--- src/rtl/fft_wm_ctrl_pkg.sv ---
// fft_wm_ctrl_pkg: FSM state encoding, default latencies and address-width helper
// shared by the twiddle-multiplier sequencer.
package fft_wm_ctrl_pkg;
    typedef enum logic [1:0] {IDLE = 2'd0, RUN = 2'd1, DRAIN = 2'd2} state_t;
    localparam int DEF_ROM_LATENCY = 1;
    localparam int DEF_WM_LATENCY = 4;
    function automatic int addr_w(input int nlog2);
        return nlog2 - 1;
    endfunction
endpackage

--- src/rtl/fft_ctrl_delay.sv ---
// fft_ctrl_delay: WIDTH-bit shift register of DEPTH stages (DEPTH >= 1), async active-high reset.
module fft_ctrl_delay #(
    parameter int WIDTH = 1,
    parameter int DEPTH = 1
) (
    input  logic             clk_i,
    input  logic             rst_i,
    input  logic [WIDTH-1:0] d,
    output logic [WIDTH-1:0] q
);
    logic [WIDTH-1:0] sr [DEPTH];
    always_ff @(posedge clk_i or posedge rst_i) begin
        if (rst_i) begin
            for (int i = 0; i < DEPTH; i++) sr[i] <= '0;
        end else begin
            sr[0] <= d;
            for (int i = 1; i < DEPTH; i++) sr[i] <= sr[i-1];
        end
    end
    assign q = sr[DEPTH-1];
endmodule

--- src/rtl/fft_wm_ctrl.sv ---
// fft_wm_ctrl: per-stage DIF FFT twiddle sequencer with valid/index delay matching.
// Optional FFT_WM_CTRL_UNITY_EN adds tw_unity_o (W=1 flag aligned with mul_valid_o).
module fft_wm_ctrl
    import fft_wm_ctrl_pkg::*;
#(
    parameter int FFT_N       = 1024,
    parameter int NLOG2       = 10,
    parameter int STAGE       = 0,
    parameter int ROM_LATENCY = DEF_ROM_LATENCY,
    parameter int WM_LATENCY  = DEF_WM_LATENCY
) (
    input  logic                      clk_i,
    input  logic                      rst_i,
    input  logic                      start_i,
    input  logic                      valid_i,
    output logic [addr_w(NLOG2)-1:0]  tw_addr_o,
    output logic [NLOG2-1:0]          ctr_o,
    output logic                      mul_valid_o,
    output logic                      valid_o,
    output logic [NLOG2-1:0]          idx_o,
    output logic                      frame_done_o,
    output logic                      busy_o,
    output logic                      err_o
`ifdef FFT_WM_CTRL_UNITY_EN
    ,
    output logic                      tw_unity_o
`endif
);
    localparam int AW = addr_w(NLOG2);
    localparam int DR = ROM_LATENCY + WM_LATENCY;
    localparam logic [NLOG2-1:0] KMASK = NLOG2'((FFT_N >> STAGE) - 1);
    localparam logic [NLOG2-1:0] HALF = NLOG2'(FFT_N >> (STAGE + 1));
    localparam logic [NLOG2-1:0] LAST = NLOG2'(FFT_N - 1);
`ifdef FFT_WM_CTRL_UNITY_EN
    localparam int XW = NLOG2 + 2;
`else
    localparam int XW = NLOG2 + 1;
`endif

    state_t state;
    logic [NLOG2-1:0] n, cur, k;
    logic [7:0] dcnt;
    logic accept, unity;
    logic [AW-1:0] addr;
    logic [XW-1:0] s1, s2;
    logic [NLOG2:0] s3;

    assign accept = valid_i && (start_i || state == RUN);
    assign cur = start_i ? '0 : n;
    assign k = cur & KMASK;
    assign unity = k < HALF;
    assign addr = unity ? '0 : AW'((k - HALF) << STAGE);
    assign busy_o = state != IDLE;

    // start_i wins in every state; only a start seen in RUN is an error
    always_ff @(posedge clk_i or posedge rst_i) begin
        if (rst_i) begin
            state <= IDLE;
            n <= '0;
            dcnt <= '0;
            err_o <= 1'b0;
        end else if (start_i) begin
            state <= RUN;
            n <= valid_i ? NLOG2'(1) : '0;
            err_o <= err_o || state == RUN;
        end else if (state == RUN && valid_i) begin
            state <= (n == LAST) ? DRAIN : RUN;
            n <= n + 1'b1;
            dcnt <= '0;
        end else if (state == DRAIN) begin
            state <= (dcnt == 8'(DR - 1)) ? IDLE : DRAIN;
            dcnt <= dcnt + 1'b1;
        end
    end

    always_ff @(posedge clk_i or posedge rst_i) begin
        if (rst_i) begin
            s1 <= '0;
            tw_addr_o <= '0;
        end else begin
`ifdef FFT_WM_CTRL_UNITY_EN
            s1 <= {unity, cur, accept};
`else
            s1 <= {cur, accept};
`endif
            if (accept) tw_addr_o <= addr;
        end
    end

    fft_ctrl_delay #(.WIDTH(XW), .DEPTH(ROM_LATENCY)) u_rom_dly (
        .clk_i(clk_i), .rst_i(rst_i), .d(s1), .q(s2)
    );

    assign mul_valid_o = s2[0];
    assign ctr_o = s2[NLOG2:1];
`ifdef FFT_WM_CTRL_UNITY_EN
    assign tw_unity_o = s2[XW-1];
`endif

    // last multiplier stage is the output register so frame_done_o can be registered alongside
    fft_ctrl_delay #(.WIDTH(NLOG2 + 1), .DEPTH(WM_LATENCY - 1)) u_wm_dly (
        .clk_i(clk_i), .rst_i(rst_i), .d(s2[NLOG2:0]), .q(s3)
    );

    always_ff @(posedge clk_i or posedge rst_i) begin
        if (rst_i) begin
            valid_o <= 1'b0;
            idx_o <= '0;
            frame_done_o <= 1'b0;
        end else begin
            valid_o <= s3[0];
            idx_o <= s3[NLOG2:1];
            frame_done_o <= s3[0] && s3[NLOG2:1] == LAST;
        end
    end
endmodule

--- config.mk ---
export PLATFORM = sky130hd
export DESIGN_NAME = fft_wm_ctrl
export DESIGN_NICKNAME = d
export VERILOG_FILES = /design/src/rtl/fft_wm_ctrl_pkg.sv /design/src/rtl/fft_ctrl_delay.sv /design/src/rtl/fft_wm_ctrl.sv
export SDC_FILE = /design/constraint.sdc
export NUM_CORES = 1
export LEC_CHECK = 0
export CAP_MARGIN = 25
export CORE_MARGIN = 2
export CORE_UTILIZATION = 55
export CTS_CLUSTER_DIAMETER = 60
export CTS_CLUSTER_SIZE = 25
export DETAILED_ROUTE_END_ITERATION = 7
export GPL_ROUTABILITY_DRIVEN = 0
export PLACE_DENSITY = 0.78
export REMOVE_ABC_BUFFERS = 1
export SLEW_MARGIN = 20
export SYNTH_ARGS = -nofsm -noshare
export SYNTH_HDL_FRONTEND = slang
export SYNTH_HIERARCHICAL = 1
export SYNTH_SLANG_ARGS = --single-unit
--- constraint.sdc ---
create_clock -name clk_i -period 1.7 [get_ports clk_i]
set_input_delay 0.255 -clock clk_i [delete_from_list [all_inputs] [get_ports clk_i]]
set_output_delay 0.255 -clock clk_i [all_outputs]
set_load 0.02 [all_outputs]
# --- Yosys cells after proc, flatten, opt, wreduce, memory -nomap -nowiden ---
# Cells that the tools add are included.
op_classes:
  addsub: 3
  reduce_logical: 10
  order_cmp: 1
  n_bitwise: 1
  eq_ne: 5
  mux: 12
ops:
  columns: ["operator", "n"]
  rows:
  - ["$mux W10", 3]
  - ["$eq A10 B10 Y1 const B", 2]
  - ["$mux W8", 2]
  - ["$add A10 B1 Y10 const B", 1]
  - ["$lt A10 B10 Y1 const B", 1]
  - ["$mux W2", 5]
  - ["$mux W9", 1]
  - ["$sub A9 B1 Y9 const B", 1]
  - ["$add A8 B1 Y8 const B", 1]
  - ["$eq A8 B3 Y1 const B", 1]
  - ["$reduce_bool A2 Y1", 3]
  - ["$logic_and A1 B1 Y1", 3]
  - ["$reduce_bool A3 Y1", 1]
  - ["$eq A2 B1 Y1 const B", 1]
  - ["$eq A2 B2 Y1 const B", 1]
  - ["$logic_or A1 B1 Y1", 2]
  - ["$reduce_and A2 Y1", 1]
  - ["$mux W1", 1]
  - ["$not A1 Y1", 1]
word_totals:
  out_inout_bits: 34
  register_bits: 97
  input_bits: 4
  elab_cells: 45

# --- Depth between registers and ports, before layout ---
# Gate-level depths: netlist (run 1).
depth:
  depth_word: 5
  mapped_depth: 5
  depth_no_buf: 5

# --- Cells and area by module ---
# The synthesis (run 1) kept the hierarchy.
by_module_without_submodules:
  columns: ["mod", "instances", "cells_per_inst", "area_per_inst_um2", "seq_area_each_um2"]
  rows:
  - ["fft_wm_ctrl", 1, 199, 2215.9, 1326.3]
  - ["fft_ctrl_delay (u_wm_dly)", 1, 45, 912.1, 825.8]
  - ["fft_ctrl_delay (u_rom_dly)", 1, 12, 279.0, 275.3]

# --- Worst setup path after synthesis (run 1) ---
# Ideal clock, no wire load.
synth_timing:
  path_type: "register to register"
  start: "reg state[1]"
  end: "reg n[9]"
  arrival_ns: 1.425
  path_stages_with_launch: 4
  n_path_buf: 0
  required_ns: 1.575
  synth_period_minus_slack_ns: 1.550
  setup_time_ns: 0.125
  setup_slack_ns: 0.150
  path_cell_list: "dfrtp_1 -> nand4b_1 -> nor4_1 -> mux2_2"
synth_via:
  elab_chain_cells: 3
synth_rtl:
  columns: ["element", "line_no", "text"]
  rows:
  - ["start, declared", "fft_wm_ctrl.sv:40", "state_t state;"]
  - ["start signal, assigned", "fft_wm_ctrl.sv:67", "state <= (n == LAST) ? DRAIN : RUN;"]
  - ["start signal, assigned", "fft_wm_ctrl.sv:71", "state <= (dcnt == 8'(DR - 1)) ? IDLE : DRAIN;"]
  - ["$eq A2 B1 Y1", "fft_wm_ctrl.sv:66", "end else if (state == RUN && valid_i) begin"]
  - ["$logic_and A1 B1 Y1", "fft_wm_ctrl.sv:66", null]
  - ["$reduce_bool A2 Y1 (no line)", null, null]
  - ["end signal, assigned", "fft_wm_ctrl.sv:64", "n <= valid_i ? NLOG2'(1) : '0;"]
  - ["end signal, assigned", "fft_wm_ctrl.sv:68", "n <= n + 1'b1;"]
  - ["end, declared", "fft_wm_ctrl.sv:41", "logic [NLOG2-1:0] n, cur, k;"]
# No other way between the ends.
# A chain may end at the register's enable or synchronous reset.

# --- Final worst setup path (run 1) ---
layout_timing:
  start: "reg state[1]"
  end: "reg n[5]"
# The elaborated chain is that of the path after synthesis.

==> metrics.cfg, run 1 <==
[status]
status=finished clean

[floorplan]
dieArea_um2=6840
core_area_um2=5956
die_w_um=82.71
die_h_um=82.71
start_util_pct=57.21
rows=28
io_pins=38

[sta]
setup_viol=0
period_minus_slack_ps=1644
finalHoldViolCount=0
max_freq_mhz=608.4
relSlewSlack_pct=73.26
finClkSkew_ps=6.037
final.period_utilization_pct=96.68
worstMarginPinSlew_ps=400.7
setup_tns_ps=0
drv_slew=0
worst_slack_ps=56.46
rsz0062_at_grt=false

[global_routing]
grt_pass1_wl_mm=9.625
grtUsageTotal_pct=19.32
grt_pass1_vias=2033
grt-ovfl-total=0
antenna_found_initial=0
grt_max_degree=42

[synthesis]
synth_cells=256
synth_top_area_share_pct=71.24
synth_edf_count=0
yosys_warnings=6
synthTopCellsByArea=dfrtp_1, mux2i_1, buf_4
synthArstFlopShare_pct=100.0
synth-seq-cells=97
ys_seq_area_share_pct=71.24
yosysTopAreaCell=dfrtp_1
postSynthAreaPerCell_um2=13.31
ys.flop_type=dfrtp_1
netlist_area_um2=3407
synth_cell_types=37

[clock_tree]
clockBufferDepth=2
cts_hold_buf=0
cts-buffers-inserted=9
cts_tree=yes
htreeDepth=3
path_clk_slew_ps=100
root_buffer=clkbuf_8
clk_latency_ps=350
cts_sinks=97

[routing]
drt_iter0_drc=115
antenna_left=0
drt_wl_total_mm=5.550
viasPerCell=5.224
drt_pre_antenna_iters=4
avgRoutedWirePerCell_um=14.45
route.detailed.drc=0
vias=2006

[min_path]
hp-class=in2async

[cells_and_area]
final_core_util_pct=70.00
fin_nets=311
drive_above_1_share_pct=15.86
final_common_cell=dfrtp_1
mostFrequentLayoutCells=dfrtp_1, clkdlybuf4s50_1, inv_1, nand2_1, buf_4
syn_to_final_growth_pct=22.37
n_antenna_cell=0

[critical_path]
crit_family=simple AND/OR/NAND/NOR gates
cp_max_fo=5
cp-end-kind=flip-flop
cp-startpoint=state[1]
required_ps=1940
worstPathCellList=nand4b_1 > buf_4 > nor3_1 > mux2_2
r2r_start=state[1]
slowest_delay_ps=440
cp_slowest_cell=dfrtp_2
startpoint_type=flip-flop
path_buf_inv=1
critPathKind=reg2reg
critPathArrivalTime_ps=1890

[place]
portBuffers=37
dp_hpwl_mm=3.826
dp_slack_ps=-197.8

[pwr]
power_density_nw_per_um2=1014
p_leak_nw=1.936
irDropWorstVdd_mv=0.4698

[run]
cap_violations=0

registers in the layout, summed over array words and instances, names as in the netlist:
register / cells
s1: 11
valid_o: 1
n: 10
frame_done_o: 1
err_o: 1
u_wm_dly/sr: 22
state: 2
u_rom_dly/q: 11
tw_addr_o: 9
idx_o: 10
dcnt: 8
u_wm_dly/q: 11
cell families after synthesis:
logic type               after synthesis  synth area share [%]
flip-flops                            97                 71.25
AND/OR/NAND/NOR                       77                 12.45
buffers and inverters                 39                 5.876
AO/OA/AOI/OAI                         23                 4.113
multiplexers                          17                 5.215
adder cells (fa/ha/maj)                3                 1.102
through the flow:
stage               area, um^2  total power [W]  std cells  hold slack, ps
floorplan                 3282         0.002492        237           107.4
global placement          3904         0.002580        365           331.3
detailed placement        3904         0.002587        365           334.7
CTS                       4145         0.004283        382           204.3
global route              4169         0.004404        384           226.9
finish                    4169         0.004228        384           215.3
per-layer routing:
metal,routed length [um],global-route usage (%),up-vias
met1,2410,25.35,997
met2,2719,30.32,56
met3,295,4.239,11
li1,-,-,942
met4,124,10.16,0
met5,0,0,-
worst paths after layout:
check                                  end  slack [ps]  cells past startpoint
max                                   n[5]          60                      4
min                        u_wm_dly/sr[14]         220                      2
max reg2reg                           n[5]          60                      4
min reg2reg                  u_wm_dly/q[4]         350                      0
max in group asynchronous         state[1]         940                      3
min in group clk_i           u_wm_dly/q[4]         350                      0
layout make-up:
class / instances / area [um^2]
flip-flops and latches: 97 / 2430
multi-input cells: 120 / 785.8
clock inverters: 7 / 110.1
clock buffers: 9 / 123.9
well taps: 75 / 93.84
fillers: 423 / 1787
inverters: 20 / 75.07
repair buffers: 56 / 550.5
what timing repair did:
action / in CTS / in global routing
pin swaps: 0 / 0
cloned: 0 / 0
buffers inserted: 1 / 2
hold endpoints to repair: 0 / 0
setup endpoints to repair: 1 / 7
resized for setup: 2 / 4
cell usage after synthesis, types with 2 or more instances:
cell and instances:
a211oi_1 2, a21oi_1 7, buf_2 4, buf_4 11, clkbuf_1 2, dfrtp_1 97
ha_1 3, inv_1 20, mux2_2 6, mux2i_1 11, nand2_1 18, nand2b_1 4
nand3_1 7, nand4_1 4, nand4b_1 3, nor2_1 11, nor2b_1 9, nor3_1 5
nor4_1 3, o21ai_0 8, or3_1 5
where the power goes:
group | internal [W] | switching, W | total (W) | leakage [nW]
combinational | 0.0000689 | 0.000106 | 0.000175 | 0.502
sequential | 0.00234 | 0.0000196 | 0.00236 | 1.32
clock | 0.000864 | 0.000826 | 0.00169 | 0.116
Note: power is estimated with default switching activity, not from simulation.
==> run 2: changes to the inputs <==
--- a/config.mk
+++ b/config.mk
@@ -5,6 +5,7 @@
 export SDC_FILE = /design/constraint.sdc
 export NUM_CORES = 1
 export LEC_CHECK = 0
+export ABC_AREA = 1
 export CAP_MARGIN = 25
 export CORE_MARGIN = 2
 export CORE_UTILIZATION = 55
==> metrics.cfg, run 2 <==
[routing]
viasPerCell=5.053  ; was 5.224
vias=2107  ; was 2006
avgRoutedWirePerCell_um=13.65  ; was 14.45 um
drt_iter0_drc=205  ; was 115
antenna_left=0  ; unchanged
drt_pre_antenna_iters=4  ; unchanged
drt_wl_total_mm=5.692  ; was 5.550 mm
route.detailed.drc=0  ; unchanged

[synthesis]
synth_common_cells=dfrtp_1, nand2_1, inv_1  ; was dfrtp_1, inv_1, nand2_1
ys.flop_type=dfrtp_1  ; unchanged
yosysTopAreaCell=dfrtp_1  ; unchanged
synth_cells=298  ; was 256
synth_edf_count=0  ; unchanged
synthArstFlopShare_pct=100.0  ; unchanged
postSynthAreaPerCell_um2=11.47  ; was 13.31 um^2
netlist_area_um2=3420  ; was 3407 um^2
yosys_warnings=6  ; unchanged
synthTopCellsByArea=dfrtp_1, nand2_1, inv_1  ; was dfrtp_1, mux2i_1, buf_4
synth_top_area_share_pct=70.98  ; was 71.24%
synth-seq-cells=97  ; unchanged
yosysMostFrequentCell=dfrtp_1  ; unchanged
ys_seq_area_share_pct=70.98  ; was 71.24%
synth_cell_types=25  ; was 37

[global_routing]
antenna_found_initial=0  ; unchanged
use_met2_pct=30.35  ; was 30.32%
grt_pass1_vias=2060  ; was 2033
grt_busiest_layer=met2  ; unchanged
grtUsageTotal_pct=18.27  ; was 19.32%
grt_max_degree=26  ; was 42
met1_usage_pct=23.12  ; was 25.35%
grt_use_met3_pct=3.280  ; was 4.239%
grt_pass1_wl_mm=9.715  ; was 9.625 mm
grt-ovfl-total=0  ; unchanged

[clock_tree]
cts_tree=yes  ; unchanged
cts-buffers-inserted=9  ; unchanged
clockBufferDepth=2  ; unchanged
htreeDepth=3  ; unchanged
cts_sinks=97  ; unchanged
root_buffer=clkbuf_8  ; unchanged
path_clk_slew_ps=100  ; about the same
clk_latency_ps=370  ; was 350 ps

[critical_path]
reg2reg_slack_ps=290  ; was 60 ps
path_buf_inv=1  ; unchanged
cp-end-kind=output pin  ; was flip-flop
critPathKind=reg2out  ; was reg2reg
worstPathCellList=clkdlybuf4s50_1  ; was nand4b_1 > buf_4 > nor3_1 > mux2_2
critPathArrivalTime_ps=1360  ; was 1890 ps
crit_family=buffers and inverters  ; was simple AND/OR/NAND/NOR gates
cp_max_fo=2  ; was 5
r2r_cells=6  ; was 4
cp_slowest_cell=clkdlybuf4s50_1  ; was dfrtp_2
r2r_start=n[0]  ; was state[1]
required_ps=1440  ; was 1940 ps
slowest_delay_ps=630  ; was 440 ps
startpoint_type=flip-flop  ; unchanged
r2r-end=state[0]  ; was n[5]

[cells_and_area]
n_antenna_cell=0  ; unchanged
seq_area_um2=2427  ; was 2430 um^2
syn_to_final_growth_pct=18.48  ; was 22.37%
mostFrequentLayoutCells=dfrtp_1, nand2_1, clkdlybuf4s50_1, inv_1, nor2_1  ; was dfrtp_1, clkdlybuf4s50_1, inv_1, nand2_1, buf_4
multi_input_area_um2=747.0  ; was 785.8 um^2
largest_reg_flops=22  ; unchanged
fillers=453  ; was 423
drive_above_1_share_pct=10.82  ; was 15.86%
fin_area_um2=4051  ; was 4169 um^2
top_register=u_wm_dly/sr  ; unchanged
layout.cells.non_filler=417  ; was 384
final_common_cell=dfrtp_1  ; unchanged
fin_nets=344  ; was 311

[sta]
max_freq_mhz=617.3  ; was 608.4 MHz
final.period_utilization_pct=95.29  ; was 96.68%
finalHoldViolCount=0  ; unchanged
drv_slew=0  ; unchanged
finClkSkew_ps=12.44  ; was 6.037 ps
rsz0062_at_grt=false  ; unchanged
period_minus_slack_ps=1620  ; was 1644 ps
worst_slack_ps=80.01  ; was 56.46 ps
setup_tns_ps=0  ; unchanged
setup_viol=0  ; unchanged
worstMarginPinSlew_ps=404.7  ; was 400.7 ps
relSlewSlack_pct=72.99  ; was 73.26%

[pwr]
p_leak_nw=1.968  ; was 1.936 nW
power_density_nw_per_um2=1139  ; was 1014 nW/um^2
irDropWorstVdd_mv=0.5830  ; was 0.4698 mV
total_power_w=0.004613  ; was 0.004228 W

[floorplan]
die_w_um=82.85  ; was 82.71 um
rows=28  ; unchanged
core_area_um2=5956  ; unchanged
start_util_pct=57.42  ; was 57.21%
die_h_um=82.85  ; was 82.71 um
io_pins=38  ; unchanged
dieArea_um2=6864  ; was 6840 um^2

[place]
portBuffers=37  ; unchanged
dp_cells=401  ; was 365
dp_hpwl_mm=4.053  ; was 3.826 mm
post_dp_cell_area_um2=3849  ; was 3904 um^2
dp_slack_ps=103.6  ; was -197.8 ps

[status]
status=finished clean  ; unchanged

[run]
cap_violations=0  ; unchanged

[min_path]
hp-class=in2async  ; unchanged

run 2: power breakdown:
group	leakage (nW)	internal (W)	switching [W]	total (W)
clock network	0.0994	0.000584	0.000875	0.00146
registers	1.31	0.00246	0.000118	0.00258
logic	0.561	0.000226	0.000348	0.000573
run 2: kinds of logic (layout without fill, tap and decap cells):
kind of cell,Yosys count,after routing,synth area share (%)
xor gates and xnor gates,1,1,0.2562
and+or+nand+nor,114,114,15.30
adders and majority gates,3,3,1.098
AOI/OAI and AO/OA,34,34,5.196
DFF,97,97,70.98
buffers and inverters,49,93,7.171
run 2: per-stage QoR:
step	hold slack, ps	util, %
4_1_cts	235.3	68.03
2_1_floorplan	107.4	-
6_report	239.7	68.03
5_1_grt	261.1	68.03
3_5_place_dp	334.7	64.62
3_3_place_gp	331.3	64.62
run 2: area by class of cell:
class / instances / area share, %
Clock buffer: 9 / 3.057
Sequential cell: 97 / 59.91
Clock inverter: 7 / 1.977
Multi-Input combinational cell: 152 / 18.44
Timing Repair Buffer: 43 / 11.15
Inverter: 34 / 3.150
Tap cell: 75 / 2.316
run 2: worst reg2reg max path, stage by stage (launching register included):
cell and delay [ps]:
dfrtp_1 480, ha_1 250, inv_1 110, nor3_2 190, nand3_1 100, nand2_1 90, o21ai_0 90
run 2: what timing repair did:
| action | 4_1_cts | 5_1_grt |
|---|---|---|
| hold buffers | 0 | 0 |
| buffers inserted | 0 | 0 |
| endpoints found under the hold margin | 0 | 0 |
| endpoints found under the setup margin | 1 | 0 |
| resized for setup | 1 | 0 |
run 2: routing by layer:
layer  routed length [um]  vias to the layer above
met5                    0                        -
li1                     -                     1021
met1                 2431                     1026
met3                  209                       12
met2                 2917                       48
met4                  133                        0
run 2: worst max path at each step:
stage | from | to | slack, ps | depth (start not counted)
after floorplan | rst_i | dcnt[0] | 160 | 1
after global placement | valid_i | dcnt[7] | 160 | 8
after detailed placement | valid_i | dcnt[6] | 100 | 8
after CTS | tw_addr_o[0] | tw_addr_o[0] | 50 | 1
after global routing | u_rom_dly/q[3] | ctr_o[2] | 30 | 1
final | tw_addr_o[0] | tw_addr_o[0] | 80 | 1
